File: config.mk
export PLATFORM = sky130hd
export DESIGN_NAME = ksa_multikey
export DESIGN_NICKNAME = d
export VERILOG_FILES = /design/src/rtl/ksa_multikey.sv
export SDC_FILE = /design/constraint.sdc
export NUM_CORES = 1
export LEC_CHECK = 0
export CAP_MARGIN = 20
export CORE_UTILIZATION = 48
export CTS_CLUSTER_SIZE = 30
export DETAILED_ROUTE_END_ITERATION = 10
export MAX_ROUTING_LAYER = met4
export PLACE_DENSITY_LB_ADDON = 0.15
export SETUP_SLACK_MARGIN = 0.4
export SLEW_MARGIN = 15
export SYNTH_ARGS = -nofsm -noshare
export SYNTH_HDL_FRONTEND = slang
export SYNTH_SLANG_ARGS = --single-unit
File: constraint.sdc
create_clock -name clk -period 2.6 [get_ports clk]
set_input_delay 0.26 -clock clk [delete_from_list [all_inputs] [get_ports clk]]
set_output_delay 0.26 -clock clk [all_outputs]
set_load 0.05 [all_outputs]
File: src/rtl/ksa_multikey.sv
// rtl/ksa_multikey.sv - RC4 key-scheduling engine permuting an external 256x8 S-box RAM
// Optional identity-fill pass before scheduling: define KSA_INIT_PASS_EN.
module ksa_multikey #(
    parameter int KEY_BYTES = 3,
    parameter int RD_LAT    = 1
) (
    input  logic                   clk,
    input  logic                   rst_n,
    input  logic                   en,
    output logic                   rdy,
    input  logic [8*KEY_BYTES-1:0] key,
    input  logic [5:0]             keylen,
    output logic [7:0]             addr,
    input  logic [7:0]             rddata,
    output logic [7:0]             wrdata,
    output logic                   wren
);
    typedef enum logic [3:0] {
        S_IDLE, S_INIT, S_RI, S_WI_WAIT, S_CJ, S_RJ, S_WJ_WAIT, S_WI, S_WJ
    } state_t;

    state_t                 state_q, state_d;
    logic [7:0]             i_q, i_d, j_q, j_d, si_q, si_d;
    logic [4:0]             kidx_q, kidx_d;
    logic [5:0]             len_q, len_d, len_clamped;
    logic [8*KEY_BYTES-1:0] key_q, key_d, key_sh;
    logic [7:0]             kbyte;

    assign len_clamped = (keylen == 6'd0 || keylen > 6'(KEY_BYTES)) ? 6'(KEY_BYTES) : keylen;
    // Byte 0 is the MS byte, so shifting left by kidx bytes brings K[kidx] to the top.
    assign key_sh = key_q << {kidx_q, 3'b000};
    assign kbyte  = key_sh[8*KEY_BYTES-1 -: 8];

    always_ff @(posedge clk) begin
        if (!rst_n) begin
            state_q <= S_IDLE;
        end else begin
            state_q <= state_d;
        end
    end

    always_ff @(posedge clk) begin
        if (!rst_n) begin
            i_q    <= 8'd0;
            j_q    <= 8'd0;
            kidx_q <= 5'd0;
            si_q   <= 8'd0;
            len_q  <= 6'd0;
            key_q  <= '0;
        end else begin
            i_q    <= i_d;
            j_q    <= j_d;
            kidx_q <= kidx_d;
            si_q   <= si_d;
            len_q  <= len_d;
            key_q  <= key_d;
        end
    end

    always_comb begin
        state_d = state_q;
        case (state_q)
            S_IDLE: begin
                if (en) begin
`ifdef KSA_INIT_PASS_EN
                    state_d = S_INIT;
`else
                    state_d = S_RI;
`endif
                end
            end
            S_INIT:    if (i_q == 8'hFF) state_d = S_RI;
            S_RI:      state_d = (RD_LAT > 1) ? S_WI_WAIT : S_CJ;
            S_WI_WAIT: state_d = S_CJ;
            S_CJ:      state_d = S_RJ;
            S_RJ:      state_d = (RD_LAT > 1) ? S_WJ_WAIT : S_WI;
            S_WJ_WAIT: state_d = S_WI;
            S_WI:      state_d = S_WJ;
            S_WJ:      state_d = (i_q == 8'hFF) ? S_IDLE : S_RI;
            default:   state_d = S_IDLE;
        endcase
    end

    always_comb begin
        i_d    = i_q;
        j_d    = j_q;
        kidx_d = kidx_q;
        si_d   = si_q;
        len_d  = len_q;
        key_d  = key_q;
        case (state_q)
            S_IDLE: begin
                if (en) begin
                    i_d    = 8'd0;
                    j_d    = 8'd0;
                    kidx_d = 5'd0;
                    len_d  = len_clamped;
                    key_d  = key;
                end
            end
            S_INIT: i_d = i_q + 8'd1;
            S_CJ: begin
                si_d = rddata;
                j_d  = j_q + rddata + kbyte;
            end
            S_WJ: begin
                i_d    = i_q + 8'd1;
                kidx_d = ({1'b0, kidx_q} == len_q - 6'd1) ? 5'd0 : kidx_q + 5'd1;
            end
            default: ;
        endcase
    end

    // WI writes S[j] into slot i straight from the read port; WJ writes the saved S[i].
    always_comb begin
        rdy    = 1'b0;
        addr   = 8'd0;
        wrdata = 8'd0;
        wren   = 1'b0;
        case (state_q)
            S_IDLE: rdy = 1'b1;
            S_INIT: begin
                wren   = 1'b1;
                addr   = i_q;
                wrdata = i_q;
            end
            S_RI, S_WI_WAIT:       addr = i_q;
            S_CJ, S_RJ, S_WJ_WAIT: addr = j_q;
            S_WI: begin
                wren   = 1'b1;
                addr   = i_q;
                wrdata = rddata;
            end
            S_WJ: begin
                wren   = 1'b1;
                addr   = j_q;
                wrdata = si_q;
            end
            default: ;
        endcase
    end
endmodule

==> impl_metrics.ini <==
[drt]
routed_wl_um = 9380
ant_nets = 0
first_iter_violations = 278
via_per_inst = 5.59
routedWlPerCell_um = 15.0
drc = 0
first_pass_iters = 5
vias = 3503

[synth]
ys_ff_latch = 63
syn_area_um2 = 3560
yosys.cell_types.count = 52
synth_edf_count = 0
synth_top_area_cell = dfxtp_1
syn-mean-instance-area_um2 = 7.86
ys_warn_count = 0
dominantRegCellSynth = dfxtp_1
synthArstFlopShare_pct = 0
syn-instance-count = 453
yosys-top-cells-area = dfxtp_1 35%, nand2_1 9.4%, a21oi_1 7.9%
syn-num-nets = 511
synth-seq-area-share_pct = 35.4
netlist.area_leader.share_pct = 35.4

[clock_tree]
clkSinkCount = 63
htree_levels = 3
cts_buffers = 9
clock_path_buffers = 2
cts_tree = done
clk-insertion-delay-late_ps = 340
clkTransAtPathRegs_ps = 70
cts-hold-fix-buffers = 0
cts_root_buf = clkbuf_8

[power]
p_leak_uw = 0.00186
power_uw = 3110
power_density_nw_per_um2 = 632
ir_worst_vdd_mv = 0.445

[die]
core_um2 = 7210
die_y_um = 88.1
boundaryPins = 59
fp.dieArea_um2 = 7760
rows = 31
start_util_pct = 49.3
die_w_um = 88.1

[setup_path]
critPathArrivalTime_ps = 3000
worstSetupStartpointType = flop
crit_required_ps = 2880
path_class = flop to flop
path_max_fanout = 5
cp-end-kind = flop

[global_routing]
grt_max_degree = 56
antenna_found_initial = 0
grt_usage_pct = 26.2
grt_pass1_vias = 3277
grt_pass1_wl_um = 15400
overflow = 0

[worst_hold_path]
hold_class = flop to flop

[placed_design]
dp_hpwl_um = 6550
pre_cts_ws_ps = -111
place_inst = 605
io_buffers = 58
routabilityCongestion = 0.800

[layout]
syn_to_final_growth_pct = 38.5
post-route-util_pct = 68.3
final_net_count = 581
diodes = 0
fin_cells = 627
drive_gt1_share_pct = 19.3

[run_status]
violations = setup timing
outcome = finished, violations left

[timing]
finalWorstSetupSlack_ps = -120
fin_crit_ps = 2720
setup_viol = 2
setup-tns-final_ps = -154
fmax_ghz = 0.368
slew_headroom_pct = 59.1
finalHoldViolations = 0
worst_pin_slew_ps = 613
finalCritPeriodShare_pct = 105
fin_skew_ps = 10.0
slew_violations = 0
rsz0062_at_grt = true

[run]
drv_cap = 0
-- stage by stage --
stage	area, um2	hold WS (ps)
floorplan	3640	396
global placement	4560	442
detailed placement	4560	447
CTS	4860	456
global route	4930	465
finish	4930	458
-- routing by layer --
metal  track usage (%)  wire length [um]  vias up
li1                  -                 -     1733
met4              5.57                85        0
met3              6.79               438        8
met1              33.3              4060     1675
met5                 -                 0        -
met2              42.2              4800       87
-- state kept, by name, indices dropped and copies added (netlist names) --
register	count
si_q	8
kidx_q	5
j_q	8
i_q	8
len_q	6
state_q	4
key_q	24
-- cell families (layout without fill, tap and decap cells) --
| family | Yosys count | in the layout | synth area share (%) |
|---|---|---|---|
| compound gates | 121 | 121 | 21.7 |
| xor+xnor | 11 | 11 | 2.71 |
| fa+ha+maj | 17 | 17 | 7.67 |
| buf+inv | 45 | 120 | 5.20 |
| flops | 63 | 63 | 35.4 |
| mux | 8 | 8 | 2.25 |
| simple gates | 188 | 188 | 25.0 |
-- where the power goes --
group | leakage (uW) | switching [uW] | total [uW] | internal (uW)
Clock | 0.0000875 | 400 | 842 | 441
Combinational | 0.00126 | 611 | 1090 | 476
Sequential | 0.000516 | 115 | 1180 | 1070
-- final timing paths --
check	start	endpoint	slack, ps	cells past startpoint
max	kidx_q[1]	j_q[7]	-120	15
min	si_q[0]	si_q[0]	460	2
max reg2reg	kidx_q[1]	j_q[7]	-120	15
min reg2reg	si_q[0]	si_q[0]	460	2
-- final cells by class --
cell class / instances / area, um2
Timing Repair Buffer: 88 / 998
Fill cell: 598 / 2290
Tap cell: 99 / 124
Clock inverter: 7 / 73.8
Multi-Input combinational cell: 345 / 2270
Sequential cell: 63 / 1280
Clock buffer: 9 / 124
Inverter: 16 / 60.1
-- Yosys cell counts (all sizes together) (2+ instances only) --
cell type,n
xor2,3
a2111oi,2
or3,2
a21o,2
nor4,4
nand3b,2
nand4,2
nor2b,6
nand2b,3
and2,3
nand4b,2
a211oi,3
clkbuf,18
nor3b,3
inv,16
mux2i,8
a21oi,56
nor2,40
ha,9
a222oi,8
dfxtp,63
buf,11
nor4b,5
nand3,11
nor3,8
a311oi,2
fa,8
nand2,89
a22oi,8
o211ai,4
and3,5
a31oi,4
o21ai,22
o2111ai,3
xnor2,8
-- cells in the final DEF, fill, tap and decap left out, types with 6 or more instances in the layout --
master           instances
nor2_1                  36
buf_12                  18
nand2_1                 88
buf_4                   26
inv_1                   15
o21ai_1                 10
o21ai_0                  9
a222oi_1                 8
ha_1                     6
nand3_1                 11
fa_1                     6
clkdlybuf4s50_1         40
nor3_1                   8
a22oi_1                  8
a21oi_1                 50
dfxtp_1                 58
mux2i_1                  8
clkbuf_8                 9
xnor2_1                  8
-- worst max-delay path, cell delays in order, from the launching register on --
cell	delay, ps
dfxtp_4	380
buf_4	110
buf_6	110
mux2i_1	200
nor2_1	60
a21oi_1	130
nor2_1	90
fa_2	360
ha_4	180
inv_2	50
fa_2	200
nand2b_4	140
a21oi_4	60
o21a_1	200
a2111oi_2	230
nand3b_1	150
-- repair_timing --
item / in CTS / in global routing
endpoints found under the hold margin: 0 / 0
buffers inserted: 3 / 3
endpoints found under the setup margin: 24 / 16
resized for setup: 26 / 10
pin swaps: 8 / 8
(Power assumes the default switching activity.)
